===== src/rtl/mat_weight_loader.sv =====
// Loads a WIDTH x WIDTH weight tile from data memory into the matrix unit, one row per cycle.
// Rows travel as packed IEEE-754 single-precision bit patterns; all-zero bits encode 0.0.
module mat_weight_loader #(
  parameter int WIDTH              = 16,
  parameter int DATA_MEM_ADDR_SIZE = 32,
  parameter int MEM_LATENCY        = 0,
  parameter int WIDTH_ADDR_SIZE    = $clog2(WIDTH)
) (
  input  logic                             clock,
  input  logic                             reset,
  input  logic                             start,
  input  logic [DATA_MEM_ADDR_SIZE-1:0]    base_addr,
  input  logic [WIDTH_ADDR_SIZE:0]         num_rows,
  input  logic                             reverse,
  output logic                             busy,
  output logic                             done,
  output logic [DATA_MEM_ADDR_SIZE-1:0]    data_mem_read_addr,
  input  logic [WIDTH-1:0][31:0]           data_mem_data_out,
  output logic                             unit_set_weight,
  output logic [WIDTH_ADDR_SIZE-1:0]       unit_set_weight_row,
  output logic [WIDTH-1:0][31:0]           unit_data_in
);

  typedef enum logic [1:0] {IDLE, ISSUE, DRAIN, DONE} state_t;

  localparam logic [WIDTH_ADDR_SIZE:0]         W_ROWS     = (WIDTH_ADDR_SIZE+1)'(WIDTH);
  localparam logic [WIDTH_ADDR_SIZE-1:0]       LAST_ROW   = WIDTH_ADDR_SIZE'(WIDTH-1);
  localparam logic [WIDTH_ADDR_SIZE-1:0]       IDX_ONE    = WIDTH_ADDR_SIZE'(1);
  localparam logic [DATA_MEM_ADDR_SIZE-1:0]    ADDR_ONE   = DATA_MEM_ADDR_SIZE'(1);
  localparam int                               DRAIN_LAST_I = (MEM_LATENCY > 0) ? MEM_LATENCY-1 : 0;
  localparam logic [1:0]                       DRAIN_LAST = 2'(DRAIN_LAST_I);

  state_t                      state;
  logic [WIDTH_ADDR_SIZE-1:0]  idx;
  logic [WIDTH_ADDR_SIZE:0]    nrows;
  logic                        rev_q;
  logic [1:0]                  drain_cnt;

  always_ff @(posedge clock or posedge reset) begin
    if (reset) begin
      state              <= IDLE;
      idx                <= '0;
      nrows              <= '0;
      rev_q              <= 1'b0;
      drain_cnt          <= '0;
      busy               <= 1'b0;
      done               <= 1'b0;
      data_mem_read_addr <= '0;
    end else begin
      case (state)
        IDLE, DONE: begin
          done               <= 1'b0;
          busy               <= 1'b0;
          data_mem_read_addr <= '0;
          state              <= IDLE;
          if (start) begin
            state              <= ISSUE;
            busy               <= 1'b1;
            idx                <= '0;
            rev_q              <= reverse;
            nrows              <= (num_rows > W_ROWS) ? W_ROWS : num_rows;
            data_mem_read_addr <= base_addr;
          end
        end
        ISSUE: begin
          idx <= idx + IDX_ONE;
          if (idx == LAST_ROW) begin
            drain_cnt <= '0;
            if (MEM_LATENCY > 0) begin
              state <= DRAIN;
            end else begin
              state              <= DONE;
              busy               <= 1'b0;
              done               <= 1'b1;
              data_mem_read_addr <= '0;
            end
          end else begin
            data_mem_read_addr <= data_mem_read_addr + ADDR_ONE;
          end
        end
        DRAIN: begin
          // Address holds at the last row while in-flight reads return.
          if (drain_cnt == DRAIN_LAST) begin
            state              <= DONE;
            busy               <= 1'b0;
            done               <= 1'b1;
            data_mem_read_addr <= '0;
          end else begin
            drain_cnt <= drain_cnt + 2'd1;
          end
        end
        default: state <= IDLE;
      endcase
    end
  end

  logic                        issuing;
  logic [WIDTH_ADDR_SIZE-1:0]  issue_row;
  logic                        issue_zero;
  logic                        wr_valid;
  logic [WIDTH_ADDR_SIZE-1:0]  wr_row;
  logic                        wr_zero;

  assign issuing    = (state == ISSUE);
  assign issue_row  = rev_q ? (LAST_ROW - idx) : idx;
  assign issue_zero = ({1'b0, idx} >= nrows);

  generate
    if (MEM_LATENCY == 0) begin : g_no_pipe
      assign wr_valid = issuing;
      assign wr_row   = issue_row;
      assign wr_zero  = issue_zero;
    end else begin : g_pipe
      logic [MEM_LATENCY-1:0]                      pv;
      logic [MEM_LATENCY-1:0]                      pz;
      logic [MEM_LATENCY-1:0][WIDTH_ADDR_SIZE-1:0] pr;

      always_ff @(posedge clock or posedge reset) begin
        if (reset) begin
          pv <= '0;
          pz <= '0;
          pr <= '0;
        end else begin
          pv[0] <= issuing;
          pz[0] <= issue_zero;
          pr[0] <= issue_row;
          for (int unsigned s = 1; s < MEM_LATENCY; s++) begin
            pv[s] <= pv[s-1];
            pz[s] <= pz[s-1];
            pr[s] <= pr[s-1];
          end
        end
      end

      assign wr_valid = pv[MEM_LATENCY-1];
      assign wr_row   = pr[MEM_LATENCY-1];
      assign wr_zero  = pz[MEM_LATENCY-1];
    end
  endgenerate

  // Memory data passes straight through to the unit in the cycle its tag emerges.
  always_comb begin
    unit_set_weight     = wr_valid;
    unit_set_weight_row = '0;
    unit_data_in        = '0;
    if (wr_valid) begin
      unit_set_weight_row = wr_row;
      if (!wr_zero) unit_data_in = data_mem_data_out;
    end
  end

endmodule


===== config.mk =====
export PLATFORM = sky130hd
export DESIGN_NAME = mat_weight_loader
export DESIGN_NICKNAME = d
export VERILOG_FILES = /design/src/rtl/mat_weight_loader.sv
export SDC_FILE = /design/constraint.sdc
export NUM_CORES = 1
export LEC_CHECK = 0
export CORE_AREA = 2 2 434 436
export DETAILED_ROUTE_END_ITERATION = 8
export DIE_AREA = 0 0 436 438
export DONT_BUFFER_PORTS = 1
export SYNTH_ARGS = -nofsm -noshare
export SYNTH_HDL_FRONTEND = slang
export SYNTH_SLANG_ARGS = --single-unit

===== constraint.sdc =====
create_clock -name clock -period 8.24 [get_ports clock]
set_clock_uncertainty 0.2 [all_clocks]
set_input_delay 2.472 -clock clock [delete_from_list [all_inputs] [get_ports clock]]
set_output_delay 2.472 -clock clock [all_outputs]
set_load 0.005 [all_outputs]

# Yosys cells after proc, flatten, opt, wreduce, memory -nomap -nowiden
# Index checks and enable logic that the tools add are counted.
[op_classes] add_sub_neg=4 order_cmp=2 eq_ne=8 n_mux=25 n_reduce_logical=9
[ops] cell="two-way mux 512 bit" count=2
[ops] cell="two-way mux 32 bit" count=3
[ops] cell="case mux 32 bit (3 select lines)" count=1
[ops] cell="adder 32 x 1 -> 32 bit, second input constant" count=1
[ops] cell="two-way mux 4 bit" count=3
[ops] cell="two-way mux 2 bit" count=4
[ops] cell="case mux 4 bit (2 select lines)" count=1
[ops] cell="two-way mux 1 bit" count=6
[ops] cell="inequality test 2 bit, second input constant" count=3
[ops] cell="case mux 1 bit (3 select lines)" count=2
[ops] cell="case mux 2 bit (3 select lines)" count=1
[ops] cell="AND reduction 2 bit" count=3
[ops] cell=">= comparator 4 x 5 -> 1 bit" count=1
[ops] cell="greater-than comparator 5 bit, second input constant" count=1
[ops] cell="two-way mux 5 bit" count=1
[ops] cell="adder 4 x 1 -> 4 bit, second input constant" count=1
[ops] cell="== test 2 bit, second input constant" count=2
[ops] cell="== test 4 bit, second input constant" count=1
[ops] cell="logical NOT 2 bit" count=2
[ops] cell="case mux 2 bit (2 select lines)" count=1
[ops] cell="nonzero test 2 bit" count=2
[ops] cell="subtractor 4 bit, first input constant" count=1
[ops] cell="AND reduction 3 bit" count=1
[ops] cell="adder 2 x 1 -> 2 bit, second input constant" count=1
[ops] cell="other kinds (3)" count=3
[totals] regBits=48 inputBits=553 output_inout_bits=551 word_cells=56

# Logic depth before layout (Yosys ltp)
[logic_depth] depth_word=4 depth_mapped=9 mapped_depth_nobuf=7

# Worst setup path after synthesis
# No wires, ideal clock.
[synth_timing] path_kind="in2out" from="in data_mem_data_out[0] (netlist bit)" to="out unit_data_in[0] (netlist bit)" arrival_time_ns=2.667 required_time_ns=5.568 slack_ns=2.901 cell_stages=1 cell_sequence="a21boi_0"
[synth_via] elab_chain_cells=2
[synth_rtl] item="start, declared" line="18" text="input logic [WIDTH-1:0][31:0] data_mem_data_out,"
[synth_rtl] item="two-way mux 512 bit" line="148" text="if (!wr_zero) unit_data_in = data_mem_data_out;"
[synth_rtl] item="two-way mux 512 bit" line="146" text="if (wr_valid) begin"
[synth_rtl] item="end, declared" line="21" text="output logic [WIDTH-1:0][31:0] unit_data_in"
# Every way passes these cells.

==> summary.md <==
| Metric | Value |
|---|---|
| Post-synth ARST share | between 90% and 100% |
| Worst r2r src | data_mem_read_addr[6] |
| Max-Slew Margin vs Limit | 8.824% |
| Clock Tree Buf Depth | 2 |
| Worst reg2reg endpoint | data_mem_read_addr[21] |
| Peak supply drop | between 0.2 and 0.25 mV |
| Initial cell density of the core | under 10% |
| WP buf/inv | 3 |
| Post-DP Area | between 10000 and 15000 um2 |
| Gp weighted congestion | about 1.1 |
| Pre-CTS WS | 1.750 ns |
| Num rows | between 150 and 200 |
| Post-DR wirelength/cell | a little under 50 um |
| Total congestion overflow | 0 |
| Placed cell count | around 3600 |
| Worst hold path class | flop to flop |
| Setup Fix Bufs, Post-CTS | 0 |
| Hold-fix buffers, CTS | 0 |
| Nets | ~1600 |
| Cell variety after synth | 56 |
| CP startpoint kind | flop |
| First-pass GRT wire length | between 200 and 250 mm |
| Final period util | between 70 and 80% |
| Setup violation total in the final timing report | 0 |
| Arr. time, crit path | around 3.8 ns |
| Io pins | about 1100 |
| Count of flip-flops with a built-in enable after synthesis | 0 |
| Maxcap violations | 0 |
| CTS tree | done |
| Die width | between 400 and 500 um |
| FF-to-FF path depth | 5 |
| Final TNS setup | 0 ns |
| Synth Flop Type | dfrtp_1 |
| Most used routing layer | met2 |
| GR Util met2 | 39.76% |
| Core ar. | about 190000 um2 |
| Die area | 191000 um2 |
| Via-per-instance ratio | between 2 and 3 |
| Post-CTS sizing | 0 |
| GRT Total Usage | a little under a fifth |
| Initial antenna violation count | 321 |
| Die height | between 400 and 500 um |
| Final Hold Fails | 0 |
| Final Critical Period | roughly 6.5 ns |
| Synth Register Bits | 47 |
| Post-DP HPWL | 173.6 mm |
| Final Max Slew Viols | 0 |
| Run status | finished clean |
| GRT met1 Usage | between 10% and 20% |
| Syn Nets | 1538 |
| Flop-to-flop setup slack | roughly 5.4 ns |
| Synthesized cell area | 7288 um2 |
| Clk_lat worst skew | about 0.3 ns |
| Final worst slack | approximately 1.8 ns |
| Buffers added on ports | 0 |
| Crit Path Max Fanout | 222 |
| CP delay by family, top | compound AO/OA/AOI/OAI gates |
| CP max stage cell | a21boi_0 |
| CP Class | flop to primary output |
| Total power | 5.263 mW |
| Post-synthesis instance total | 976 |
| DR pass1 iterations | 5 |
| Pwr/cell area | 433.9 nW/um2 |
| Clock-pin slew on the worst setup and hold paths | roughly 0.07 ns |
| H-tree depth reported by CTS | 2 |
| Final Instance Area | about 12000 um2 |
| Leakage | 3.825 nW |
| Layout cells sized above 1 | a little under a quarter |
| Worst-Margin Slew | 1.355 ns |
| Worst hold start | drain_cnt[0] |
| Initial DRC Count | around 930 |
| M3 GR Usage | 9.909% |
| CTS Sinks | 47 |
| Hold Path Depth | 2 |
| Antenna viol nets, final | 0 |
| Clock root cell | clkbuf_16 |
| CP required | roughly 5.6 ns |
| Worst setup EP type | primary output |
| Ys Warns | 0 |
| Setup repair after global routing missed its margin | false |
| Post-synthesis sequential area ratio | 16.14% |
| Area Growth Syn to Fin | 66.40% |
| Via count | approximately 10000 |
| Drc violations | 0 |
| Hold path endpoint | drain_cnt[0] |
| Fmax | 0.1547 GHz |
| Vias in the first global route | between 8000 and 9000 |
| Crit-path max cell delay | roughly 1.1 ns |
| Largest net degree at the start of global routing | ~220 |
| Cell Chain, Critical Path | inv_1 -> ha_1 -> nand2b_1 -> a21o_1 -> a21oi_1 -> o21ai_4 -> buf_4 -> buf_12 -> a21boi_0 |
| Fill cells | 22180 |
| End-of-flow core utilization | between 6 and 7% |
| Syn avg cell area | approximately 7.5 um2 |
| Final WL | about 180 mm |
| Finished Layout Cells | between 3000 and 4000 |
| Cts bufs inserted | 5 |
| Worst hold margin | just over 0.3 ns |
==> cell usage after synthesis, types with 4 or more instances <==
cell	n	share of area, %
a21boi_0	512	53
a21o_1	4	0.41
a21oi_1	20	1.4
a22o_1	6	0.72
a22oi_1	7	0.72
a31oi_1	4	0.34
a32oi_1	4	0.48
and2_1	6	0.52
and3_1	6	0.52
clkbuf_1	126	6.5
dfrtp_1	47	16
ha_1	9	1.5
inv_1	17	0.88
nand2_1	46	2.4
nand3_1	20	1.4
nand3b_1	5	0.52
nand4_1	12	1.0
nor2_1	17	0.88
nor3_1	5	0.34
nor4_1	4	0.34
o211ai_1	6	0.62
o21ai_0	34	2.3
o21ai_1	4	0.27
o311ai_1	4	0.48
or3_1	4	0.34
xor2_1	4	0.48
==> flip-flops by register name, summed over array words and instances (netlist names) <==
| name | cells |
|---|---|
| idx | 4 |
| busy | 1 |
| done | 1 |
| data_mem_read_addr | 32 |
| state | 1 |
| drain_cnt | 2 |
| nrows | 5 |
| rev_q | 1 |
==> routing by layer <==
layer,wire [um],share of wire [%],vias to the layer above
li1,-,-,3959
met1,44510,24,4608
met2,109000,60,1173
met3,21580,12,636
met4,7027,3.8,106
met5,907,0.50,-
==> power breakdown <==
part	internal (mW)	switching [mW]
logic	1.04	3.42
registers	0.314	0.214
clock network	0.174	0.0975
==> placed cells by master, fill, tap and decap left out, drive strengths merged, types with 3 or more instances in the layout <==
cell    netlist  layout
a21boi      512     512
buf           3     229
diode         0     124
dfrtp        47      47
nand2        46      46
o21ai        38      38
nand3        22      22
a21oi        20      20
nor2         18      18
inv          17      16
nand4        13      13
ha            9       9
a22oi         7       7
and3          7       7
and2          6       6
a22o          6       6
o211ai        6       6
nor3          6       6
clkbuf      129       6
nor4          6       6
nand3b        5       5
o311ai        5       5
a21o          4       4
or3           4       4
a32oi         4       4
a31oi         4       4
xor2          4       4
mux2          4       4
nand2b        3       3
o22ai         3       3
==> worst reg2reg max path, cell delays in order, from the launching register on <==
cell and delay, ns:
dfrtp_1 0.69, nand4_2 0.26, nor4_4 0.86, nand3_1 0.27, or4_1 0.47, nand3_1 0.09
==> how the worst max path moves through the flow <==
stage	cells after the start	slack, ns	to	startpoint
after floorplan	1	2.90	unit_data_in[0]	data_mem_data_out[0]
after global placement	2	1.76	unit_data_in[421]	data_mem_data_out[421]
after detailed placement	2	1.75	unit_data_in[421]	data_mem_data_out[421]
after CTS	2	1.75	unit_data_in[421]	data_mem_data_out[421]
after global routing	10	1.68	unit_data_in[295]	idx[0]
final	9	1.78	unit_data_in[338]	idx[0]
==> cells by family (layout without fill, tap and decap cells) <==
| logic type | Yosys count | after routing | share of synthesized area (%) |
|---|---|---|---|
| DFF | 47 | 47 | 16.14 |
| other | 0 | 124 | 0 |
| muxes | 5 | 5 | 0.7553 |
| xor gates and xnor gates | 4 | 4 | 0.4806 |
| and+or+nand+nor | 144 | 144 | 10.90 |
| buffers and inverters | 150 | 254 | 8.343 |
| adders and majority gates | 9 | 9 | 1.545 |
| AOI/OAI and AO/OA | 617 | 617 | 61.84 |
==> layout make-up <==
class	count	area, um2	area share, %
Antenna cell	124	310.3	2.559
Clock buffer	6	128.9	1.063
Clock inverter	2	60.06	0.4952
Inverter	17	63.81	0.5262
Multi-Input combinational cell	779	5523	45.54
Sequential cell	47	1176	9.698
Tap cell	2495	3122	25.74
Timing Repair Buffer	229	1744	14.38
(Power assumes the default switching activity.)
==> patch: new RTL, same settings <==
Change the parameter `WIDTH` from 16 to 8.
--- a/src/rtl/mat_weight_loader.sv
+++ b/src/rtl/mat_weight_loader.sv
@@ -1,7 +1,7 @@
 // Loads a WIDTH x WIDTH weight tile from data memory into the matrix unit, one row per cycle.
 // Rows travel as packed IEEE-754 single-precision bit patterns; all-zero bits encode 0.0.
 module mat_weight_loader #(
-  parameter int WIDTH              = 16,
+  parameter int WIDTH              = 8,
   parameter int DATA_MEM_ADDR_SIZE = 32,
   parameter int MEM_LATENCY        = 0,
   parameter int WIDTH_ADDR_SIZE    = $clog2(WIDTH)
Interface: changed (resized data_mem_data_out, num_rows, unit_data_in and unit_set_weight_row); port bits go from 1104 to 590. The function was not compared with the original's and may differ.
==> patch against the original RTL <==
Sequential cell count down 2; sequential power shrank 3%; wire length down 45%; synthesized cell count fell by 35%; via count fell by 43%; synthesized area down 37%; count of clock-buffer cells in the layout is 1 lower; power down 45%; setup slack better by 0.55 ns; non-clock buffer count decreased by 223; design area fell by 33%; first-iteration DRC count down 53%; sequential share of layout area is 4.2 points higher; largest cell class unchanged.
==> patch: results (changes against the original RTL) <==
Run status
  • Outcome: finished, final reports clean

Cells and area
  • Signal buf overhead: 0.709% (-14 points)
  • Comb_multi_in: 532 (-32%)
  • Largest registers: data_mem_read_addr (32), nrows (4), idx (3)
  • FILL cells: 22.4k (+0.79%)
  • Invs w/o clock: 12 (-5)
  • Sequential share of cell area: 13.9% (+4.2 points)
  • Clk tree area frac: 2.34% (+0.79 points)
  • Area occupied by multi-input gates: 0.00325 mm^2 (-41%)
  • Antenna diodes: 132 (+6.5%)
  • Layout cell share with drive strength beyond 1: 4.31% (-19 points)
  • Bufs w/o clock: 6 (-97%)

Power
  • Switch share: 67.6% (-3.3 points)
  • Pwr dens: 357 mW/mm^2 (-18%)
  • Peak VDD IR: 0.158 mV (-32%)
  • Clock share of power: 9.3% (+4.1 points)
  • LEAKAGE: 2.11 nW (-45%)

GRT
  • Number of global-route vias before repair: 4754 (-46%)
  • GRT Total Usage: 10.0% (-8.2 points)
  • First-pass GRT wire length: 111 mm (-45%)
  • Largest net degree at the start of global routing: 80 (-64%)
  • Initial antenna violation count: 202 (-37%)

Critical path
  • Worst path slowest cell: buf_4
  • Crit Path Max Fanout: 58 (-74%)
  • Arrival time worst endpoint: 3.25 ns (-0.54 ns)
  • Worst path max stage delay: 0.57 ns (-0.52 ns)
  • Reg2reg setup slack: 5.05 ns (-0.30 ns)

Drt
  • Drt initial violations: 434 (-53%)
  • Total Wirelength: 101 mm (-45%)

Yosys
  • Register area share after synthesis: 24.4% (+8.3 points)
  • Ranking of synthesized cells by area: and2_1 35%, dfrtp_1 24%, nand2_1 5.0%, o21ai_0 4.5%, clkbuf_1 3.7%
  • Mapped Nets: 944 (-39%)
  • Commonest cells post-synth: 261 x and2_1, 61 x nand2_1, 45 x clkbuf_1, 45 x dfrtp_1, 41 x o21ai_0

Placed design
  • Hpwl dp: 95.4 mm (-45%)
  • Routability congestion estimate: 0.851 (-21%)

CTS
  • Clk sinks: 45 (-4.3%)
patch: cell types whose count changed in the layout (fill, tap and decap cells not counted), sizes merged, moves of 6 or more:
cell	delta
a21boi	-512
and2	+255
buf	-223
nand2	+15
diode	+8
a31oi	+6
patch: logic make-up (layout without fill, tap and decap cells):
family	Yosys count	after routing	synth area share (%)
muxes	1	1	0.217
other	0	132	0
adders and majority gates	9	9	2.44
DFF	45	45	24.4
xor gates and xnor gates	3	3	0.570
AOI/OAI and AO/OA	104	104	14.0
buffers and inverters	62	26	5.32
and+or+nand+nor	415	415	53.0
patch: path summary, 6_finish.rpt:
path,startpoint,endpoint,cells after the start
min reg2reg,nrows[0],nrows[0],2
min in group asynchronous,reset,nrows[3],1
max,idx[0],unit_data_in[107],8
min,nrows[0],nrows[0],2
max in group asynchronous,reset,data_mem_read_addr[14],1
max reg2reg,data_mem_read_addr[5],data_mem_read_addr[25],5
patch: metrics by stage:
| stage | utilization, % | std cells | cell area [um^2] | setup slack, ns |
|---|---|---|---|---|
| 5_1_grt | 4.32 | 3207 | 8060 | 2.02 |
| 2_1_floorplan | - | 639 | 4610 | 2.97 |
| 6_report | 4.35 | 3230 | 8120 | 2.32 |
| 3_3_place_gp | 4.07 | 3090 | 7600 | 2.41 |
| 3_5_place_dp | 4.07 | 3090 | 7600 | 2.53 |
| 4_1_cts | 4.17 | 3098 | 7790 | 2.21 |
patch: per-layer routing:
metal | vias to the layer above | GRT usage (%) | part of all wire (%)
met2 | 802 | 20.2 | 57
met4 | 38 | 3.67 | 4.0
li1 | 2202 | - | -
met5 | - | 0 | 0.24
met1 | 2569 | 5.11 | 17
met3 | 400 | 10.0 | 22
